`src/rtl/xillybus_pack_32to128_pkg.sv`:
```
// Shared widths and helpers for the 32-to-128 bit packer.
package xillybus_pack_32to128_pkg;
  localparam int SRC_W  = 32;
  localparam int DST_W  = 128;
  localparam int LANES  = 4;
  localparam int QDEPTH = 2;
  localparam int LANE_W = $clog2(LANES);
  localparam int CNT_W  = $clog2(QDEPTH + 1);

  typedef logic [SRC_W-1:0]  src_word_t;
  typedef logic [DST_W-1:0]  dst_word_t;
  typedef logic [LANE_W-1:0] lane_t;
  typedef logic [CNT_W-1:0]  qcnt_t;

  // Keep lanes [0, n) of a packed word and zero the rest.
  function automatic dst_word_t keep_lanes(dst_word_t w, lane_t n);
    dst_word_t m;
    m = w;
    for (int i = 0; i < LANES; i++) begin
      if (i >= int'(n)) m[i*SRC_W +: SRC_W] = '0;
    end
    return m;
  endfunction
endpackage

```
`src/rtl/pack_out_q2.sv`:
```
// Two-entry in-order output queue; head entry is presented combinationally.
module pack_out_q2
  import xillybus_pack_32to128_pkg::*;
(
  input  logic      clk,
  input  logic      srst,
  input  logic      push,
  input  dst_word_t push_data,
  input  logic      pop,
  output dst_word_t data,
  output qcnt_t     count,
  output logic      empty_n
);
  dst_word_t   mem_q [QDEPTH];
  dst_word_t   mem_d [QDEPTH];
  logic  [0:0] wr_ptr_q, wr_ptr_d;
  logic  [0:0] rd_ptr_q, rd_ptr_d;
  qcnt_t       count_q, count_d;
  logic        push_ok, pop_ok;

  always_comb begin
    pop_ok   = pop && (count_q != '0);
    // A full queue can still take a push when the head leaves in the same cycle.
    push_ok  = push && ((count_q < qcnt_t'(QDEPTH)) || pop_ok);
    mem_d    = mem_q;
    wr_ptr_d = wr_ptr_q;
    rd_ptr_d = rd_ptr_q;
    count_d  = count_q;
    if (push_ok) begin
      mem_d[wr_ptr_q] = push_data;
      wr_ptr_d        = wr_ptr_q + 1'b1;
    end
    if (pop_ok) rd_ptr_d = rd_ptr_q + 1'b1;
    case ({push_ok, pop_ok})
      2'b10:   count_d = count_q + 1'b1;
      2'b01:   count_d = count_q - 1'b1;
      default: count_d = count_q;
    endcase
  end

  generate
    for (genvar gi = 0; gi < QDEPTH; gi++) begin : g_entry
      always_ff @(posedge clk) begin
        if (srst) mem_q[gi] <= '0;
        else      mem_q[gi] <= mem_d[gi];
      end
    end
  endgenerate

  always_ff @(posedge clk) begin
    if (srst) begin
      wr_ptr_q <= '0;
      rd_ptr_q <= '0;
      count_q  <= '0;
    end else begin
      wr_ptr_q <= wr_ptr_d;
      rd_ptr_q <= rd_ptr_d;
      count_q  <= count_d;
    end
  end

  assign data    = mem_q[rd_ptr_q];
  assign count   = count_q;
  assign empty_n = (count_q != '0);
endmodule

```
`src/rtl/xillybus_pack_32to128.sv`:
```
// Packs four 32-bit FWFT words into one 128-bit word (little-endian lanes),
// with an explicit flush that emits a zero-padded partial word.
module xillybus_pack_32to128
  import xillybus_pack_32to128_pkg::*;
(
  input  logic             ap_clk,
  input  logic             ap_rst,
  input  logic [SRC_W-1:0] src_dout,
  input  logic             src_empty_n,
  output logic             src_read,
  output logic [DST_W-1:0] dst_dout,
  output logic             dst_empty_n,
  input  logic             dst_read,
  input  logic             flush,
  output logic [31:0]      words_out
);
  lane_t       lane_q, lane_d;
  dst_word_t   acc_q, acc_d;
  logic        flush_pending_q, flush_pending_d;
  logic [31:0] words_out_q, words_out_d;

  qcnt_t       q_count;
  logic        q_push, q_pop, service;
  dst_word_t   q_push_data;

  localparam lane_t LAST_LANE = lane_t'(LANES - 1);

  always_comb begin
    // Gated by reset so nothing is popped upstream while state is being cleared.
    src_read = !ap_rst && src_empty_n && !flush_pending_q &&
               ((lane_q != LAST_LANE) || (q_count < qcnt_t'(QDEPTH)));
    service  = flush_pending_q && (q_count < qcnt_t'(QDEPTH));
    q_pop    = dst_read && dst_empty_n;

    lane_d      = lane_q;
    acc_d       = acc_q;
    q_push      = 1'b0;
    q_push_data = '0;

    if (src_read) begin
      acc_d[int'(lane_q)*SRC_W +: SRC_W] = src_dout;
      if (lane_q == LAST_LANE) begin
        q_push      = 1'b1;
        q_push_data = {src_dout, acc_q[DST_W-SRC_W-1:0]};
        acc_d       = '0;
        lane_d      = '0;
      end else begin
        lane_d = lane_q + 1'b1;
      end
    end

    // src_read is held low while a flush is pending, so this never races the path above.
    if (service) begin
      if (lane_q != '0) begin
        q_push      = 1'b1;
        q_push_data = keep_lanes(acc_q, lane_q);
      end
      acc_d  = '0;
      lane_d = '0;
    end

    flush_pending_d = (flush_pending_q && !service) || flush;
    words_out_d     = q_pop ? words_out_q + 32'd1 : words_out_q;
  end

  always_ff @(posedge ap_clk) begin
    if (ap_rst) begin
      lane_q          <= '0;
      acc_q           <= '0;
      flush_pending_q <= 1'b0;
      words_out_q     <= '0;
    end else begin
      lane_q          <= lane_d;
      acc_q           <= acc_d;
      flush_pending_q <= flush_pending_d;
      words_out_q     <= words_out_d;
    end
  end

  pack_out_q2 u_q (
    .clk       (ap_clk),
    .srst      (ap_rst),
    .push      (q_push),
    .push_data (q_push_data),
    .pop       (q_pop),
    .data      (dst_dout),
    .count     (q_count),
    .empty_n   (dst_empty_n)
  );

  assign words_out = words_out_q;
endmodule

```
`config.mk`:
```
export PLATFORM = sky130hd
export DESIGN_NAME = xillybus_pack_32to128
export DESIGN_NICKNAME = d
export VERILOG_FILES = /design/src/rtl/xillybus_pack_32to128_pkg.sv /design/src/rtl/pack_out_q2.sv /design/src/rtl/xillybus_pack_32to128.sv
export SDC_FILE = /design/constraint.sdc
export NUM_CORES = 1
export LEC_CHECK = 0
export CORE_UTILIZATION = 40
export DETAILED_ROUTE_END_ITERATION = 10
export PLACE_DENSITY = 0.62
export SLEW_MARGIN = 20
export SYNTH_ARGS = -nofsm -noshare
export SYNTH_HDL_FRONTEND = slang
export SYNTH_HIERARCHICAL = 1
export SYNTH_SLANG_ARGS = --single-unit
```
`constraint.sdc`:
```
create_clock -name ap_clk -period 3.9 [get_ports ap_clk]
set_input_delay 0.78 -clock ap_clk [delete_from_list [all_inputs] [get_ports ap_clk]]
set_output_delay 0.78 -clock ap_clk [all_outputs]
set_load 0.05 [all_outputs]
```
==> impl_metrics.prom <==
# TYPE chip_impl_metric gauge
chip_impl_metric{name="max_freq",unit="GHz"} 0.277
chip_impl_metric{name="synth_enable_flop_cells",unit=""} 0
chip_impl_metric{name="synth.top_cell.area_share",unit="%"} 42.6
chip_impl_metric{name="yosysWarningCount",unit=""} 6
chip_impl_metric{name="clock_sink_count",unit=""} 391
chip_impl_info{name="run_status",value="finished, final reports clean"} 1
chip_impl_info{name="synth_flop_cell",value="sky130_fd_sc_hd__dfxtp_1"} 1
chip_impl_metric{name="synthesis_to_finish_area_growth",unit="%"} 21.4
chip_impl_metric{name="cts_buffer_depth",unit=""} 3
chip_impl_info{name="synth.area.top_cells",value="sky130_fd_sc_hd__dfxtp_1, sky130_fd_sc_hd__nand2b_1, sky130_fd_sc_hd__mux2_2, sky130_fd_sc_hd__mux2i_1, sky130_fd_sc_hd__o21ai_0"} 1
chip_impl_metric{name="routed_wl",unit="µm"} 52600
chip_impl_metric{name="cts_hold_buf",unit=""} 0
chip_impl_info{name="worst_hold_path_type",value="register to register"} 1
chip_impl_metric{name="final.setup_skew",unit="ns"} 0.0109
chip_impl_metric{name="post_layout_min_period",unit="ns"} 3.61
chip_impl_metric{name="synthesis.area",unit="mm²"} 0.0184
chip_impl_metric{name="floorplan.rows",unit=""} 78
chip_impl_metric{name="initial_core_util",unit="%"} 40.5
chip_impl_metric{name="dieHeight",unit="µm"} 216
chip_impl_metric{name="route.antenna.remaining_nets",unit=""} 0
chip_impl_metric{name="grt_usage",unit="%"} 22.2
chip_impl_metric{name="setup.reg_to_reg.worst_slack",unit="ns"} 1.22
chip_impl_metric{name="synthesis.instances",unit=""} 2014
chip_impl_info{name="cts_tree",value="built"} 1
chip_impl_metric{name="synth_area_per_cell",unit="µm²"} 9.13
chip_impl_metric{name="finalSetupViolCount",unit=""} 0
chip_impl_metric{name="grt.overflow.total",unit=""} 0
chip_impl_metric{name="place_congestion",unit=""} 0.846
chip_impl_metric{name="place.port_buffers",unit=""} 198
chip_impl_metric{name="antenna_found_initial",unit=""} 2
chip_impl_metric{name="global_route_wire_length_before_repair",unit="µm"} 81900
chip_impl_metric{name="ys_seq_area_share",unit="%"} 42.6
chip_impl_info{name="worstPathCellList",value="buf_4 -> mux2_2 -> clkdlybuf4s50_1"} 1
chip_impl_info{name="grt_setup_unrepaired",value="false"} 1
chip_impl_metric{name="first_global_vias",unit=""} 14400
chip_impl_info{name="worst-setup-path-type",value="register to output pin"} 1
chip_impl_metric{name="post_route_cells_drive_above_1_share",unit="%"} 12.0
chip_impl_metric{name="vias_per_cell",unit=""} 5.26
chip_impl_metric{name="worst-slew-pin-transition",unit="ns"} 1.07
chip_impl_metric{name="mappedNetlistNets",unit=""} 2058
chip_impl_metric{name="synth-seq-cells",unit=""} 391
chip_impl_metric{name="grt_start_max_net_pins",unit=""} 216
chip_impl_metric{name="cts.repair.resized",unit=""} 0
chip_impl_metric{name="postLayoutCoreUtil",unit="%"} 49.2
chip_impl_metric{name="total_leakage_power",unit="µW"} 0.00812
chip_impl_metric{name="dr.first_iter.drc_count",unit=""} 981
chip_impl_metric{name="route.detailed.drc",unit=""} 0
chip_impl_metric{name="insertion_delay",unit="ns"} 0.56
chip_impl_metric{name="detailedRoute.firstPassIterationCount",unit=""} 5
chip_impl_metric{name="crit_path_max_fanout",unit=""} 35
chip_impl_metric{name="num_io_pins",unit=""} 199
chip_impl_metric{name="cts.repair_timing.setup_buffer_count",unit=""} 0
chip_impl_metric{name="final-max-slew-violation-count",unit=""} 0
chip_impl_metric{name="htreeDepth",unit=""} 2
chip_impl_metric{name="nets",unit=""} 2162
chip_impl_metric{name="fillers",unit=""} 4237
chip_impl_metric{name="slowest_delay",unit="ns"} 0.79
chip_impl_info{name="worstSetupEndpointType",value="output pin"} 1
chip_impl_metric{name="hpwl",unit="µm"} 32200
chip_impl_metric{name="die_area",unit="mm²"} 0.0468
chip_impl_metric{name="preCtsSetupSlack",unit="ns"} 0.427
chip_impl_metric{name="timing.critical_path.required",unit="ns"} 3.12
chip_impl_metric{name="summed_negative_setup_slack_over_all_endpoints",unit="ns"} 0
chip_impl_info{name="layout_commonest_cell",value="sky130_fd_sc_hd__dfxtp_1"} 1
chip_impl_metric{name="drt-wirelength-per-cell",unit="µm"} 19.1
chip_impl_metric{name="async_reset_ff_share",unit="%"} 0
chip_impl_metric{name="max_cap_violations",unit=""} 0
chip_impl_info{name="commonest_non_fill_non_tap_cells_in_the_layout",value="sky130_fd_sc_hd__dfxtp_1, sky130_fd_sc_hd__nand2b_1, sky130_fd_sc_hd__o21ai_0"} 1
chip_impl_info{name="synth_top_cell_by_area",value="sky130_fd_sc_hd__dfxtp_1"} 1
chip_impl_metric{name="final_min_period_over_clock_period",unit="%"} 92.6
chip_impl_metric{name="max_slew_margin",unit="%"} 28.5
chip_impl_metric{name="dr_total_vias",unit=""} 14500
chip_impl_metric{name="clkTransAtPathRegs",unit="ns"} 0.06
chip_impl_info{name="worst_setup_path_start_kind",value="register"} 1
chip_impl_metric{name="arrival",unit="ns"} 2.83
chip_impl_info{name="cp_slowest_cell",value="sky130_fd_sc_hd__dfxtp_4"} 1
chip_impl_metric{name="synth_cell_type_count",unit=""} 47
chip_impl_metric{name="irDropWorstVdd",unit="µV"} 272
chip_impl_metric{name="power.density",unit="mW/mm²"} 394
chip_impl_info{name="clockRootBuffer",value="sky130_fd_sc_hd__clkbuf_16"} 1
chip_impl_metric{name="setup_ws",unit="ns"} 0.290
chip_impl_metric{name="final-hold-violation-count",unit=""} 0
chip_impl_metric{name="tritoncts.num_buffers",unit=""} 44
chip_impl_metric{name="floorplan.die.width",unit="µm"} 216
chip_impl_metric{name="core_area",unit="mm²"} 0.0454
## kinds of logic (layout without fill, tap and decap cells)
kind of cell             Yosys count  in the layout  share of synthesized area (%)
adder cells (fa/ha/maj)            7              7                          0.476
flip-flops                       391            391                           42.6
AO/OA/AOI/OAI                    410            410                           12.1
multiplexers                     259            259                           15.0
XOR/XNOR                          11             11                          0.524
buffers and inverters            189            325                           4.83
other                              0              1                              0
AND/OR/NAND/NOR                  747            747                           24.5
## final cells by class
| cell class | count | area, µm² | area share [%] |
|---|---|---|---|
| tap | 600 | 751 | 3.36 |
| multi-input combinational | 1434 | 9700 | 43.5 |
| sequential | 391 | 7830 | 35.1 |
| antenna | 1 | 2.50 | 0.0112 |
| inverter | 14 | 52.6 | 0.235 |
| clock buffer | 61 | 1330 | 5.94 |
| clock inverter | 17 | 235 | 1.05 |
| timing repair buffer | 233 | 2410 | 10.8 |
## final timing paths
kind,to,cells after the start,startpoint
worst min-delay path,acc_q[50]$_SDFFE_PP0P_,2,acc_q[50]$_SDFFE_PP0P_
worst min register to register,acc_q[50]$_SDFFE_PP0P_,2,acc_q[50]$_SDFFE_PP0P_
worst max register to register,u_q/mem_q[128]$_SDFFE_PP0P_,8,lane_q[1]$_SDFFE_PP0P_
worst max-delay path,dst_dout[117],3,u_q/rd_ptr_q$_SDFFE_PP0P_
## per-layer routing
metal | wire length [µm] | up-vias | part of all wire, % | track usage [%]
met5 | 0 | - | 0 | 0
met4 | 1340 | 0 | 2.6 | 7.25
met3 | 2550 | 79 | 4.9 | 3.27
met2 | 24500 | 348 | 46 | 36.5
met1 | 24300 | 6985 | 46 | 29.7
li1 | - | 7064 | - | -
## power by group
group	total, µW	switching [µW]	internal [µW]
sequential	4030	12.3	4010
combinational	328	210	118
clock	4430	1670	2760
total	8790	1900	6890
## flip-flops by register name (all words and copies together) (netlist names)
name	flops
u_q/mem_q	256
lane_q	2
words_out	32
flush_pending_q	1
u_q/count	2
u_q/rd_ptr_q	1
acc_q	96
u_q/wr_ptr_q	1
## cells in the mapped netlist (2+ instances only)
cell type,number
sky130_fd_sc_hd__and3_1,5
sky130_fd_sc_hd__clkbuf_2,10
sky130_fd_sc_hd__mux2_2,128
sky130_fd_sc_hd__buf_1,3
sky130_fd_sc_hd__o21a_1,3
sky130_fd_sc_hd__a21oi_1,92
sky130_fd_sc_hd__a22o_1,32
sky130_fd_sc_hd__xor2_1,4
sky130_fd_sc_hd__nor3_1,3
sky130_fd_sc_hd__nand3_1,74
sky130_fd_sc_hd__nand2b_1,292
sky130_fd_sc_hd__buf_6,15
sky130_fd_sc_hd__o31ai_1,15
sky130_fd_sc_hd__o21ai_1,28
sky130_fd_sc_hd__and4_1,5
sky130_fd_sc_hd__mux2i_1,129
sky130_fd_sc_hd__nand2_1,42
sky130_fd_sc_hd__or4_1,16
sky130_fd_sc_hd__buf_2,27
sky130_fd_sc_hd__ha_1,7
sky130_fd_sc_hd__clkbuf_1,115
sky130_fd_sc_hd__mux2_1,2
sky130_fd_sc_hd__or3_1,7
sky130_fd_sc_hd__dfxtp_1,391
sky130_fd_sc_hd__and2_1,97
sky130_fd_sc_hd__o21ai_0,237
sky130_fd_sc_hd__nor3b_1,2
sky130_fd_sc_hd__nor2_1,20
sky130_fd_sc_hd__buf_4,5
sky130_fd_sc_hd__nand2b_4,2
sky130_fd_sc_hd__nor4_1,3
sky130_fd_sc_hd__xnor2_1,7
sky130_fd_sc_hd__nor2b_1,162
sky130_fd_sc_hd__or2_2,2
sky130_fd_sc_hd__nand4_1,7
sky130_fd_sc_hd__inv_1,14
## per-stage QoR
stage / instance area [µm²] / hold WS (ns) / total power [µW] / std cells
floorplan: 18400 / 0.427 / 4290 / 2014
global placement: 20700 / 0.434 / 4440 / 2671
detailed placement: 20700 / 0.440 / 4440 / 2671
CTS: 22300 / 0.449 / 8870 / 2749
global route: 22300 / 0.465 / 9060 / 2750
finish: 22300 / 0.446 / 8790 / 2751
## critical path: cells and delay by family (launching register included)
kind	cells	cell delay, ns
DFF	1	0.79
buffers and inverters	2	1.06
muxes	1	0.40
(Power assumes the default switching activity.)
